==> config.mk <==
export PLATFORM = sky130hd
export DESIGN_NAME = ins_prefetch_queue
export DESIGN_NICKNAME = d
export VERILOG_FILES = /design/src/rtl/ins_prefetch_queue.sv
export SDC_FILE = /design/constraint.sdc
export NUM_CORES = 1
export LEC_CHECK = 0
export BUFFER_PORTS_ARGS = -buffer_cell sky130_fd_sc_hd__buf_2
export CAP_MARGIN = 30
export CORE_MARGIN = 2
export CORE_UTILIZATION = 51
export DETAILED_ROUTE_END_ITERATION = 8
export GPL_ROUTABILITY_DRIVEN = 0
export GPL_TIMING_DRIVEN = 0
export HOLD_SLACK_MARGIN = 0.12
export MAX_ROUTING_LAYER = met4
export PLACE_DENSITY = 0.76
export SETUP_SLACK_MARGIN = 0.5
export SLEW_MARGIN = 20
export SYNTH_ARGS = -nofsm -noshare
export SYNTH_HDL_FRONTEND = slang
export SYNTH_SLANG_ARGS = --single-unit
==> constraint.sdc <==
create_clock -name clk -period 3.2 [get_ports clk]
set_input_delay 0.48 -clock clk [delete_from_list [all_inputs] [get_ports clk]]
set_output_delay 0.48 -clock clk [all_outputs]
set_load 0.02 [all_outputs]
==> src/rtl/ins_prefetch_queue.sv <==
// Instruction prefetch unit feeding decode: PC generator, single-outstanding
// request/ack memory port, and a DEPTH-entry FIFO of {instruction, pc}.
module ins_prefetch_queue #(
  parameter int unsigned DEPTH    = 4,
  parameter logic [31:0] RESET_PC = 32'h0000_0000
) (
  input  logic        clk,
  input  logic        reset,
  input  logic [31:0] entryPoint,
  input  logic        INT,
  input  logic        redirect,
  input  logic [31:0] redirect_pc,
  output logic        mem_req,
  output logic [31:0] mem_addr,
  input  logic        mem_ack,
  input  logic [31:0] mem_rdata,
  output logic        ins_valid,
  input  logic        ins_ready,
  output logic [31:0] ins,
  output logic [31:0] ins_pc,
  output logic [31:0] pc_plus4
);

  localparam int unsigned AW = $clog2(DEPTH);
  localparam int unsigned CW = AW + 1;

  typedef enum logic [1:0] {IDLE, REQ, DRAIN} state_t;

  state_t        state, state_nx;
  logic [31:0]   fetch_pc, drain_addr;
  logic [31:0]   ins_q [DEPTH];
  logic [31:0]   pc_q  [DEPTH];
  logic [AW-1:0] rd_ptr, wr_ptr;
  logic [CW-1:0] count, free;
  logic          flush, head_pop, pop, push;
  logic [31:0]   flush_target;

  assign flush        = INT | redirect;
  assign flush_target = (INT ? entryPoint : redirect_pc) & ~32'h3;
  assign head_pop     = ins_valid & ins_ready;
  assign pop          = head_pop & ~flush;
  assign push         = (state == REQ) & mem_ack & ~flush;
  // Slots available once this cycle's pop has retired.
  assign free         = CW'(DEPTH) - count + CW'(head_pop);

  always_ff @(posedge clk) begin
    if (reset) state <= IDLE;
    else       state <= state_nx;
  end

  always_comb begin
    state_nx = state;
    if (flush) begin
      // A request already on the bus must complete before a new one may issue.
      unique case (state)
        IDLE:    state_nx = IDLE;
        REQ:     state_nx = mem_ack ? IDLE : DRAIN;
        DRAIN:   state_nx = mem_ack ? IDLE : DRAIN;
        default: state_nx = IDLE;
      endcase
    end else begin
      unique case (state)
        IDLE:    if (free != '0) state_nx = REQ;
        REQ:     if (mem_ack) state_nx = (free > CW'(1)) ? REQ : IDLE;
        DRAIN:   if (mem_ack) state_nx = IDLE;
        default: state_nx = IDLE;
      endcase
    end
  end

  always_comb begin
    mem_req  = (state == REQ) || (state == DRAIN);
    mem_addr = (state == DRAIN) ? drain_addr : fetch_pc;
  end

  always_ff @(posedge clk) begin
    if (reset) begin
      fetch_pc   <= RESET_PC & ~32'h3;
      drain_addr <= '0;
      rd_ptr     <= '0;
      wr_ptr     <= '0;
      count      <= '0;
    end else if (flush) begin
      fetch_pc <= flush_target;
      if (state == REQ && !mem_ack) drain_addr <= fetch_pc;
      rd_ptr   <= '0;
      wr_ptr   <= '0;
      count    <= '0;
    end else begin
      if (push) begin
        wr_ptr   <= wr_ptr + AW'(1);
        fetch_pc <= fetch_pc + 32'd4;
      end
      if (pop) rd_ptr <= rd_ptr + AW'(1);
      count <= count + CW'(push) - CW'(pop);
    end
  end

  always_ff @(posedge clk) begin
    if (push) begin
      ins_q[wr_ptr] <= mem_rdata;
      pc_q[wr_ptr]  <= fetch_pc;
    end
  end

  always_comb begin
    ins_valid = (count != '0);
    ins       = ins_valid ? ins_q[rd_ptr] : '0;
    ins_pc    = ins_valid ? pc_q[rd_ptr]  : '0;
    pc_plus4  = ins_pc + 32'd4;
  end

endmodule

## Yosys cells after proc, flatten, opt, wreduce, memory -nomap -nowiden

Memories as Yosys holds them, arrays and structs flattened. A register that Yosys moved wholly into a read port is not among the register bits.
Index checks and enable logic that the tools add are counted.

| word-level totals | value |
|---|---|
| memories kept | 2 |
| register bits | 73 |
| output and inout bits | 130 |
| logic and storage cells | 60 |
| RAM bits | 256 |

Memory list:

| name | depth | bits a word | rd ports | clocked after Yosys merged registers in | write ports | RTL line | source |
|---|---|---|---|---|---|---|---|
| ins_q | 4 | 32 | 1 | 1 | 1 | 31 | `logic [31:0] ins_q [DEPTH];` |
| pc_q | 4 | 32 | 1 | 1 | 1 | 32 | `logic [31:0] pc_q [DEPTH];` |

| cells by class | value |
|---|---|
| add/sub/neg operators | 8 |
| reduce and logical (&&, ||, !) cells | 11 |
| eq/ne operators | 5 |
| muxes and demuxes | 20 |
| $lt $le $gt $ge | 1 |
| bitwise gates (word level) | 6 |

Operators by type and width:

| kind | count |
|---|---|
| 2-to-1 mux 32 bit | 6 |
| adder 32 x 3 -> 32 bit, second input constant | 2 |
| 2-to-1 mux 2 bit | 10 |
| inequality test 3 bit, second input constant | 3 |
| adder 3 x 1 -> 3 bit | 2 |
| case mux 2 bit (3 select lines) | 1 |
| nonzero test 3 bit | 2 |
| adder 2 x 1 -> 2 bit, second input constant | 2 |
| bitwise AND 1 bit | 4 |
| OR reduction 2 bit | 2 |
| greater-than comparator 3 x 1 -> 1 bit, second input constant | 1 |
| 2-to-1 mux 1 bit | 3 |
| AND reduction 3 bit | 1 |
| subtractor 3 x 1 -> 3 bit | 1 |
| subtractor 3 bit, first input constant | 1 |
| == test 2 x 1 -> 1 bit, second input constant | 1 |
| == test 2 bit, second input constant | 1 |
| logical NOT 2 bit | 1 |
| AND reduction 2 bit | 1 |
| nonzero test 2 bit | 1 |
| logical AND 1 bit | 1 |
| logical NOT 1 bit | 1 |
| logical OR 1 bit | 1 |
| inverter 1 bit | 1 |
| bitwise OR 1 bit | 1 |

## Longest topological paths before layout

| logic depth | value |
|---|---|
| word-level depth | 8 |
| mapped depth | 13 |
| depth with buffers taken out | 12 |

## Least setup slack after synthesis

Ideal clock, no wire load.

| timing path | value |
|---|---|
| kind | reg-to-output |
| from | register count[2] |
| to | output port pc_plus4[26] |
| stages on the path, launching flop included | 13 |
| setup slack | -0.415 ns |
| arrival | 3.135 ns |
| required time | 2.720 ns |
| cells stage by stage | dfxtp_1 > nor3_1 > inv_1 > clkbuf_1 > buf_4 > clkbuf_1 > and2_1 > ha_1 > nand3_1 > or3_1 > nor3_2 > nand3_1 > xnor2_1 |

| between the ends | value |
|---|---|
| cells in the longest elaborated chain, start to end | 3 |

RTL lines:

| element | RTL line | source |
|---|---|---|
| start: declaration | 34 | `logic [CW-1:0] count, free;` |
| start signal: assignment | 95 | `count <= count + CW'(push) - CW'(pop);` |
| nonzero test 3 bit | 107 | `ins_valid = (count != '0);` |
| 2-to-1 mux 32 bit | 109 | `ins_pc = ins_valid ? pc_q[rd_ptr] : '0;` |
| net ins_pc[3] | 20 | `output logic [31:0] ins_pc,` |
| adder 32 x 3 -> 32 bit | 110 | `pc_plus4 = ins_pc + 32'd4;` |
| end: declaration | 21 | `output logic [31:0] pc_plus4` |

The timed path passes the listed nets, and every way through them passes these cells.

==> flow_summary.json <==
{
  "clockRootBuffer": "clkbuf_16",
  "run_status": "finished with violations",
  "grt_max_degree": 44,
  "crit_chain": "buf_6, buf_12, buf_4, mux4_2, nand4_1, or4b_4, or2_4, nor3_4, xnor2_2, buf_4",
  "syn_area_per_cell_sq_um": 13.62,
  "chipHeight_microns": 171.4,
  "cts_buffers": 35,
  "min_path_cells": 1,
  "ys_warn_count": 0,
  "final_area_sq_um": 19140,
  "setup_violations": 58,
  "p_leak_nw": 7.151,
  "r2r_slack_ns": 0.59,
  "yosysTopAreaCell": "edfxtp_1",
  "worstSetupStartpointType": "register",
  "synth.most_common_cell": "edfxtp_1",
  "synth_area_leaders": "edfxtp_1 (52%), dfxtp_1 (10%), mux4_2 (7.7%)",
  "worstReg2RegEnd": "count[2]",
  "synth.distinct_cells": 65,
  "clock_path_buffers": 3,
  "slowest_stage": "or4b_4",
  "maxSlewViolCount": 0,
  "min-delay-path-class": "input pin to register",
  "path_max_fanout": 5,
  "finalWirelength_microns": 40330,
  "power_mw": 8.999,
  "hold_viol": 0,
  "fill_cells": 1799,
  "synth-edff-count": 248,
  "crit_type": "register to output port",
  "required_ns": 2.72,
  "tightest_slew_ns": 0.6599,
  "min_to": "ins_q[1][28]",
  "rsz0062_at_grt": "yes",
  "vias_per_cell": 5.841,
  "path_delay_family": "simple AND/OR/NAND/NOR gates",
  "netlist.area_leader.share": 0.5214,
  "grt_pass1_wl_microns": 55650,
  "syn-instance-count": 1049,
  "timing.final.ws_setup_ns": -0.5349,
  "critPathMaxStageDelay_ns": 0.61,
  "gr-total-overflow": 0,
  "dp_hpwl_microns": 25050,
  "fp.dieW_microns": 171.4,
  "port_buffers": 219,
  "dpl_cell_area_sq_um": 16310,
  "max_freq_mhz": 267.7,
  "initial_core_util": 0.5156,
  "drtPass1Iterations": 8,
  "cts_tree": "built",
  "r2r_start": "count[0]",
  "synth_seq_cells": 319,
  "clk_pin_slew_ns": 0.06,
  "wl_per_cell_microns": 22.53,
  "relSlewSlack": 0.5600,
  "crit_cells": 10,
  "r2r_cells": 13,
  "path_common_cell": "buf_4",
  "clock-sinks": 319,
  "violations": "negative setup slack",
  "cp.arrival_ns": 3.25,
  "synth_area_sq_um": 14280,
  "grt_pass1_vias": 9910,
  "drive_above_1_share": 0.4299,
  "ant_nets": 0,
  "cp-end-kind": "output port",
  "area_delta_synth_final_pct": 33.97,
  "num_rows": 61,
  "totalNegativeSetupSlack_ns": -15.71,
  "fp.dieArea_sq_um": 29360,
  "path_buf_inv": 4,
  "ys_seq_area_frac": 0.6209,
  "peakVddDrop_v": 0.0003139,
  "maxCapViolCount": 0,
  "ys_async_sr_fraction": 0,
  "first_iter_violations": 1138,
  "core_sq_um": 27710,
  "synthTopCellsByCount": "edfxtp_1 (248), nand2_1 (133), dfxtp_1 (71), a21oi_1 (63), and2_1 (53)",
  "route.detailed.drc": 0,
  "period_needed_ns": 3.735,
  "power.density_nw_per_um2": 470.3,
  "via_count": 10460,
  "grtUsageTotal": 0.2586,
  "h-tree-depth": 2,
  "ys.flop_type": "edfxtp_1",
  "clk_latency_ns": 0.53,
  "antenna_found_initial": 0,
  "holdCritStartpoint": "mem_rdata[28]",
  "finalCritPeriodShare": 1.167,
  "fin_worst_skew_ns": 0.02938,
  "io_pins": 232,
  "nets": 1501,
  "antenna_cells": 0
}
sequential cells by signal, indices dropped and copies added (netlist names), named ones only:
register and flops:
rd_ptr 2, count 3, ins_q 128, drain_addr 30
state 2, pc_q 120, fetch_pc 30, wr_ptr 2
cells in the final DEF, fill, tap and decap left out, drive strengths merged, types with 9 or more instances in the layout:
master and instances:
nor3 23, mux2i 9, o21ai 35, inv 25
nand4 10, ha 13, edfxtp 248, mux4 61
a22oi 16, clkbuf 90, mux2 30, nor2 32
a211oi 17, and2 56, and3 11, clkinv 15
nand2 133, dfxtp 71, xnor2 26, a21oi 63
xor2 18, buf 319, nand3 27
worst max-delay path by stage:
stage	end
final	pc_plus4[28]
after global routing	pc_plus4[28]
after CTS	pc_plus4[12]
after detailed placement	pc_plus4[26]
after global placement	ins_q[0][18]
after floorplan	pc_plus4[14]
cell families (layout without fill, tap and decap cells):
group	after synthesis	count (layout)	share of synthesized area
adders and majority gates	14	14	0.01279
AOI/OAI and AO/OA	155	155	0.06430
buffers and inverters	95	453	0.03092
DFF	319	319	0.6209
xor gates and xnor gates	44	44	0.02751
muxes	100	100	0.1293
and+or+nand+nor	321	321	0.1141
other	1	6	0.0002625
repair_timing:
item                       in CTS  in global routing
setup endpoints to repair     278                117
hold buffers                    0                  0
resized for setup             120                241
buffers inserted               35                 32
hold endpoints to repair        0                  0
cloned                          0                  4
pin swaps                      22                 38
layer usage:
metal | up-vias | routed length [microns] | GRT usage
li1 | 4603 | - | -
met1 | 5153 | 15890 | 0.3480
met2 | 601 | 20170 | 0.4223
met3 | 98 | 3220 | 0.03866
met4 | 0 | 1058 | 0.05674
met5 | - | 0 | -
cell type report:
type	instances	area [sq um]	share of cell area
clock inverter	19	209.0	0.01092
multi-input combinational	640	5667	0.2961
tap	378	473.0	0.02472
clock buffer	45	934.6	0.04884
sequential	319	8887	0.4644
inverter	25	101.3	0.005296
timing repair buffer	294	2312	0.1208
buffer	70	551.8	0.02883
metrics by stage:
step / hold slack (ns) / utilization / setup WS, ns / std cells
4_1_cts: 0.1498 / 0.6534 / -0.5783 / 1754
5_1_grt: 0.1619 / 0.6907 / -0.6173 / 1790
2_1_floorplan: 0.4329 / - / 0.04841 / 1054
3_5_place_dp: 0.4466 / 0.5886 / -0.4140 / 1655
3_3_place_gp: 0.4384 / 0.5843 / -0.4531 / 1651
6_report: 0.1697 / 0.6907 / -0.5349 / 1790
where the power goes:
part           switching [mW]  internal [mW]  leakage (nW)  total (mW)
clock                    1.61           2.40         0.557        4.02
sequential             0.0772           4.49          2.81        4.57
combinational           0.250          0.163          3.78       0.412
total                    1.94           7.06          7.15        9.00
No activity file was read; power rests on OpenSTA's default activity.
